## src/rtl/gate_pipe_pkg.sv

```systemverilog
// rtl/gate_pipe_pkg.sv - shared types and lane helpers for the predicate-gated multilane pipe
package gate_pipe_pkg;

   typedef enum logic {
      GATE_AND  = 1'b0,
      GATE_HOLD = 1'b1
   } gate_mode_e;

   // Bit offset of a lane inside a lane-packed vector, lane 0 in the LSBs.
   function automatic int lane_lsb(input int lane, input int width);
      return lane * width;
   endfunction

endpackage

```

## src/rtl/gate_pipe_multilane_stage.sv

```systemverilog
// rtl/gate_pipe_multilane_stage.sv - one valid/ready register stage with collapsing bubbles
module gate_pipe_stage #(
   parameter int W = 8
) (
   input  logic         clk,
   input  logic         rst,
   input  logic         i_valid,
   input  logic [W-1:0] i_data,
   output logic         o_ready,
   output logic         o_valid,
   output logic [W-1:0] o_data,
   input  logic         i_ready
);

   logic         r_valid;
   logic [W-1:0] r_data;

   // An empty stage always accepts, so bubbles are squeezed out.
   assign o_ready = !r_valid | i_ready;
   assign o_valid = r_valid;
   assign o_data  = r_data;

   always_ff @(posedge clk) begin
      if (rst) begin
         r_valid <= 1'b0;
         r_data  <= '0;
      end else if (o_ready) begin
         r_valid <= i_valid;
         if (i_valid) begin
            r_data <= i_data;
         end
      end
   end

endmodule

```

## src/rtl/gate_pipe_multilane.sv

```systemverilog
// rtl/gate_pipe_multilane.sv - multilane predicate-gated valid/ready pipeline with gated-beat counter
module gate_pipe_multilane
   import gate_pipe_pkg::*;
#(
   parameter int LANES     = 4,
   parameter int DATA_W    = 8,
   parameter int STAGES    = 2,
   parameter int GATE_MODE = 0,
   parameter int CNT_W     = 16
) (
   input  logic                     clk,
   input  logic                     rst,
   input  logic                     in_valid,
   output logic                     in_ready,
   input  logic [LANES-1:0]         in_pred,
   input  logic [LANES*DATA_W-1:0]  in_data,
   output logic                     out_valid,
   input  logic                     out_ready,
   output logic [LANES*DATA_W-1:0]  out_data,
   output logic [CNT_W-1:0]         gated_cnt
);

   localparam int DW = LANES * DATA_W;
   localparam int W0 = DW + LANES;
   localparam gate_mode_e MODE = (GATE_MODE != 0) ? GATE_HOLD : GATE_AND;
   localparam logic [CNT_W-1:0] CNT_MAX = '1;

   logic [STAGES:0]   w_rdy;
   logic [STAGES-1:0] w_v;
   logic [DW-1:0]     w_d [STAGES];
   logic [W0-1:0]     w_s0;
   logic [LANES-1:0]  w_p0;
   logic [DW-1:0]     w_gated;
   logic              w_xfer;

   logic [DW-1:0]     r_hold;
   logic [CNT_W-1:0]  r_cnt;

   assign w_rdy[STAGES] = out_ready;
   assign in_ready      = w_rdy[0];
   assign w_d[0]        = w_s0[DW-1:0];
   assign w_p0          = w_s0[W0-1:DW];
   assign w_xfer        = w_v[0] & w_rdy[1];

   genvar g;
   generate
      for (g = 0; g < STAGES; g++) begin : g_stage
         if (g == 0) begin : g_first
            // Stage 0 also carries the predicate up to the gate point.
            gate_pipe_stage #(.W(W0)) u_stage (
               .clk     (clk),
               .rst     (rst),
               .i_valid (in_valid),
               .i_data  ({in_pred, in_data}),
               .o_ready (w_rdy[0]),
               .o_valid (w_v[0]),
               .o_data  (w_s0),
               .i_ready (w_rdy[1])
            );
         end else begin : g_rest
            gate_pipe_stage #(.W(DW)) u_stage (
               .clk     (clk),
               .rst     (rst),
               .i_valid (w_v[g-1]),
               .i_data  ((g == 1) ? w_gated : w_d[g-1]),
               .o_ready (w_rdy[g]),
               .o_valid (w_v[g]),
               .o_data  (w_d[g]),
               .i_ready (w_rdy[g+1])
            );
         end
      end
   endgenerate

   always_comb begin
      w_gated = '0;
      for (int l = 0; l < LANES; l++) begin
         if (w_p0[l]) begin
            w_gated[lane_lsb(l, DATA_W) +: DATA_W] = w_d[0][lane_lsb(l, DATA_W) +: DATA_W];
         end else if (MODE == GATE_HOLD) begin
            w_gated[lane_lsb(l, DATA_W) +: DATA_W] = r_hold[lane_lsb(l, DATA_W) +: DATA_W];
         end
      end
   end

   always_ff @(posedge clk) begin
      if (rst) begin
         r_hold <= '0;
      end else if (w_xfer) begin
         for (int l = 0; l < LANES; l++) begin
            if (w_p0[l]) begin
               r_hold[lane_lsb(l, DATA_W) +: DATA_W] <= w_d[0][lane_lsb(l, DATA_W) +: DATA_W];
            end
         end
      end
   end

   always_ff @(posedge clk) begin
      if (rst) begin
         r_cnt <= '0;
      end else if (w_xfer && !(&w_p0) && (r_cnt != CNT_MAX)) begin
         r_cnt <= r_cnt + 1'b1;
      end
   end

   assign out_valid = w_v[STAGES-1];
   assign out_data  = w_d[STAGES-1];
   assign gated_cnt = r_cnt;

`ifdef ASSERT_ON
   logic             r_in_stall;
   logic [LANES-1:0] r_pred_q;
   logic [DW-1:0]    r_data_q;

   always_ff @(posedge clk) begin
      r_in_stall <= !rst && in_valid && !in_ready;
      r_pred_q   <= in_pred;
      r_data_q   <= in_data;
   end

   always @(posedge clk) begin
      if (!rst && r_in_stall) begin
         assert (in_valid && (in_pred == r_pred_q) && (in_data == r_data_q))
            else $error("stalled input beat changed before acceptance");
      end
      if (!rst) begin
         assert (!$isunknown(out_valid)) else $error("out_valid is X");
      end
      if (!rst && w_v[0] && (MODE == GATE_AND)) begin
         for (int l = 0; l < LANES; l++) begin
            if (!w_p0[l]) begin
               assert (w_gated[lane_lsb(l, DATA_W) +: DATA_W] == '0)
                  else $error("AND gate passed data on a disabled lane");
            end
         end
      end
   end
`endif

endmodule
```

## config.mk

```make
export PLATFORM = sky130hd
export DESIGN_NAME = gate_pipe_multilane
export DESIGN_NICKNAME = d
export VERILOG_FILES = /design/src/rtl/gate_pipe_pkg.sv /design/src/rtl/gate_pipe_multilane_stage.sv /design/src/rtl/gate_pipe_multilane.sv
export SDC_FILE = /design/constraint.sdc
export NUM_CORES = 1
export LEC_CHECK = 0
export ABC_AREA = 0
export CAP_MARGIN = 20
export CORE_ASPECT_RATIO = 1.75
export CORE_MARGIN = 8
export CORE_UTILIZATION = 35
export CTS_CLUSTER_DIAMETER = 40
export DETAILED_ROUTE_END_ITERATION = 8
export HOLD_SLACK_MARGIN = 0.02
export PLACE_DENSITY = 0.73
export REMOVE_ABC_BUFFERS = 1
export SKIP_CTS_REPAIR_TIMING = 1
export SYNTH_ARGS = -nofsm -noshare
export SYNTH_HDL_FRONTEND = slang
export SYNTH_SLANG_ARGS = --single-unit
```

## constraint.sdc

```tcl
create_clock -name clk -period 4.2 [get_ports clk]
set_clock_uncertainty 0.1 [all_clocks]
set_input_delay 0.84 -clock clk [delete_from_list [all_inputs] [get_ports clk]]
set_output_delay 0.84 -clock clk [all_outputs]
set_load 0.02 [all_outputs]
```

Yosys cells after proc, flatten, opt, wreduce, memory -nomap -nowiden

Cells that the tools add are included.

Flip-flop bits (word level): 86
Output and inout bits: 50
Word-level logic and storage cells: 22

Add/subtract/negate cells: 1
Eq/ne operators: 1
Muxes and demuxes: 4
Bitwise gates (word level): 3
Reductions and logical operators: 8

Operator list:

| operator                | count |
|---|---|
| $mux W8                 | 4 |
| $add A16 B1 Y16 const B | 1 |
| $ne A16 B16 Y1 const B  | 1 |
| $reduce_and A2 Y1       | 2 |
| $reduce_and A4 Y1       | 1 |
| $logic_not A1 Y1        | 3 |
| $logic_and A1 B1 Y1     | 2 |
| $or A1 B1 Y1            | 2 |
| $and A1 B1 Y1           | 1 |

Logic depth before layout (Yosys ltp)

Depth after elaboration: 5
Depth in mapped cells: 7

Hierarchy

Synthesis repeated with hierarchy kept, for this count alone.

Cell total of the unflattened synthesis: 455
Area total of the unflattened synthesis: 4281.6 um^2

By module, submodules not included:

| module                                       | times used | cells an instance | area each (um^2) |
|---|---|---|---|
| gate_pipe_stage (g_stage[0].g_first.u_stage) | 1          | 168               | 1687.9 |
| gate_pipe_stage (g_stage[1].g_rest.u_stage)  | 1          | 150               | 1443.9 |
| gate_pipe_multilane                          | 1          | 137               | 1149.9 |

Least setup slack after synthesis

No wires, ideal clock.

Path kind: input -> output
Start point: input out_ready
End point: output in_ready
Arrival time: 1.178 ns
Data required time: 3.260 ns
Setup slack: 2.082 ns
Stages on the path: 2
Buffers on the path: 0
Cells stage by stage: nor2b_1 -> nand2_1

Word-level cells in the longest chain between the ends: 2

Ends and longest elaborated chain:

| what                       | line                            | text |
|---|---|---|
| start: declaration         | gate_pipe_multilane.sv:18       | `input logic out_ready,` |
| $or A1 B1 Y1 (2 in series) | gate_pipe_multilane_stage.sv:19 | `assign o_ready = !r_valid \| i_ready;` |
| end: declaration           | gate_pipe_multilane.sv:14       | `output logic in_ready,` |

No other way between the ends.

Worst setup path in the final report

Same ends and word-level chain as after synthesis.

==> run_results.csv <==
group,metric,value,unit
placement,dp_slack,1.13,ns
timing,tns,0,ns
placement,place_congestion,0.774,
power,p_leak,1.59,nW
placement,hpwl,6230,um
critical_path,r2r_end,"gated_cnt[15]",
floorplanning,coreArea,0.00935,mm^2
cells_and_area,num_antenna_cells,0,
cells_and_area,nFillCells,910,
status,outcome,"finished clean",
global_route,grt_max_degree,57,
critical_path,r2r_cells,6,
worst_hold_path,hold_depth,2,
critical_path,cp.required,3.26,ns
drt,vias,2971,
clock_network,clock-sinks,86,
timing,finalCritPeriodShare,73.3,%
drt,viasPerCell,4.91,
synth,synthFlopType,"dfxtp_1",
synth,synth_seq_cells,86,
critical_path,start_kind,"input pin",
cells_and_area,area_growth,38.0,%
timing,slew_violations,0,
global_route,antenna_found_initial,0,
clock_network,clockBufferDepth,2,
placement,placed_area,0.00427,mm^2
timing,slew_headroom,33.9,%
floorplanning,boundaryPins,90,
global_route,grt_pass1_wl,14800,um
timing,tightest_slew,0.991,ns
timing,finalCriticalPeriod,3.08,ns
floorplanning,rows,47,
clock_network,numCtsBuffers,9,
timing,fin_ws,1.12,ns
floorplanning,dieArea,0.0130,mm^2
cells_and_area,layout_commonest_cell,"nand2_1",
cells_and_area,fin_util,49.2,%
synth,yosysUniqueCellTypes,29,
worst_hold_path,holdPathEnd,"g_stage[1].g_rest.u_stage.o_data[1]",
critical_path,crit_arrival,2.14,ns
floorplanning,start_util,35.6,%
synth,synth-edff-count,0,
clock_network,insertion_delay,0.33,ns
flow_run,cap_violations,0,
synth,async_reset_ff_share,0,%
timing,hold_viol,0,
cells_and_area,fin_cells,605,
critical_path,critPathCaptureType,"output pin",
drt,firstDrtPassIters,4,
clock_network,h-tree-depth,3,
worst_hold_path,hold_path.class,"reg2reg",
clock_network,cts_tree,"built",
cells_and_area,final_area,0.00460,mm^2
synth,ys_warn_count,0,
cells_and_area,drive_gt1_share,7.45,%
floorplanning,die_w,89.8,um
synth,synth_cells,402,
clock_network,root_buffer,"clkbuf_16",
power,ir_drop,0.274,mV
timing,setup_viol,0,
drt,ant_nets,0,
placement,dp.cells,588,
synth,syn_area_per_cell,8.29,um^2
critical_path,rrSetupSlack,1.86,ns
clock_network,path_clk_slew,0.06,ns
global_route,grtUsageTotal,13.7,%
timing,rsz0062_at_grt,"no",
timing,fmax,0.325,GHz
global_route,grt_overflow,0,
cells_and_area,layout_common_cells,"111 x nand2_1, 88 x clkdlybuf4s50_1, 86 x dfxtp_1",
power,pwr_density_cell,393,mW/mm^2
cells_and_area,nNetsFinal,519,
drt,drt-initial-drc-count,161,
floorplanning,die_y,145,um
global_route,grt_pass1_vias,3000,
drt,finalWirelength,8730,um
worst_hold_path,worstHoldStart,"g_stage[1].g_rest.u_stage.o_data[1]",
synth,syn_area,0.00333,mm^2
synth,yosysSeqAreaShare,51.7,%
critical_path,r2r_start,"gated_cnt[0]",
critical_path,worstPathMaxFanout,3,
drt,wl_per_cell,14.4,um
drt,drc,0,
critical_path,crit_type,"in2out",
placement,io_buffers,89,
how the worst max path moves through the flow:
stage / to / from / cells after the start
2_1_floorplan: g_stage[0].g_first.u_stage.o_data[0] / out_ready / 5
3_3_place_gp: in_ready / out_ready / 4
3_5_place_dp: in_ready / out_ready / 4
4_1_cts: in_ready / out_ready / 4
5_1_grt: in_ready / out_ready / 4
6_report: in_ready / out_ready / 4
area by class of cell:
type	instances	area (um^2)	share of cell area, %
Sequential cell	86	1720	37.4
Clock inverter	6	86.3	1.88
Multi-Input combinational cell	286	1470	32.0
Clock buffer	10	229	4.98
Tap cell	122	153	3.32
Timing Repair Buffer	95	938	20.4
critical path: stages:
cell	delay, ns
clkdlybuf4s50_1	0.42
nor2b_1	0.19
nand2_1	0.12
clkdlybuf4s50_1	0.56
per-stage QoR:
step | hold slack [ns] | total power [mW]
finish | 0.351 | 1.81
global route | 0.371 | 1.89
CTS | 0.354 | 1.83
detailed placement | 0.346 | 1.00
global placement | 0.343 | 1.00
floorplan | 0.331 | 0.921
state kept, by name (all words and copies together), names as in the netlist:
register,cells
g_stage.g_first.u_stage.o_valid,1
g_stage.g_rest.u_stage.o_data,32
gated_cnt,16
g_stage.g_first.u_stage.o_data,36
g_stage.g_rest.u_stage.o_valid,1
kinds of logic after synthesis:
kind of cell	Yosys count	synth area share, %
adder cells (fa/ha/maj)	1	0.375
buffers and inverters	30	4.17
flip-flops	86	51.7
AND/OR/NAND/NOR	199	29.1
multiplexers	1	0.338
XOR/XNOR	14	3.68
AO/OA/AOI/OAI	71	10.7
synthesized netlist by cell type, types with 2 or more instances:
master	count	share of area, %
buf_4	3	0.68
nor3_1	4	0.60
nand3_1	38	5.7
and2_1	2	0.38
nor2_1	22	2.5
nor4b_2	3	1.4
nor4_2	3	1.1
nor2b_1	2	0.38
xnor2_1	14	3.7
clkbuf_1	19	2.1
dfxtp_1	86	52
nand2_1	111	13
buf_2	6	0.90
a21oi_1	70	11
nand4_2	4	1.5
and4_1	2	0.53
metal layers:
layer / part of all wire [%] / wire length (um) / GRT usage [%]
met1: 42 / 3690 / 14.8
met2: 52 / 4550 / 23.8
met3: 4.4 / 384 / 4.29
met4: 1.3 / 110 / 6.05
met5: 0 / 0 / 0
power by group:
group / internal, mW / switching (mW) / leakage, nW / total, mW
Clock: 0.519 / 0.305 / 0.152 / 0.824
Combinational: 0.0591 / 0.0686 / 0.741 / 0.128
Sequential: 0.839 / 0.0191 / 0.700 / 0.858
Note: power is estimated with default switching activity, not from simulation.
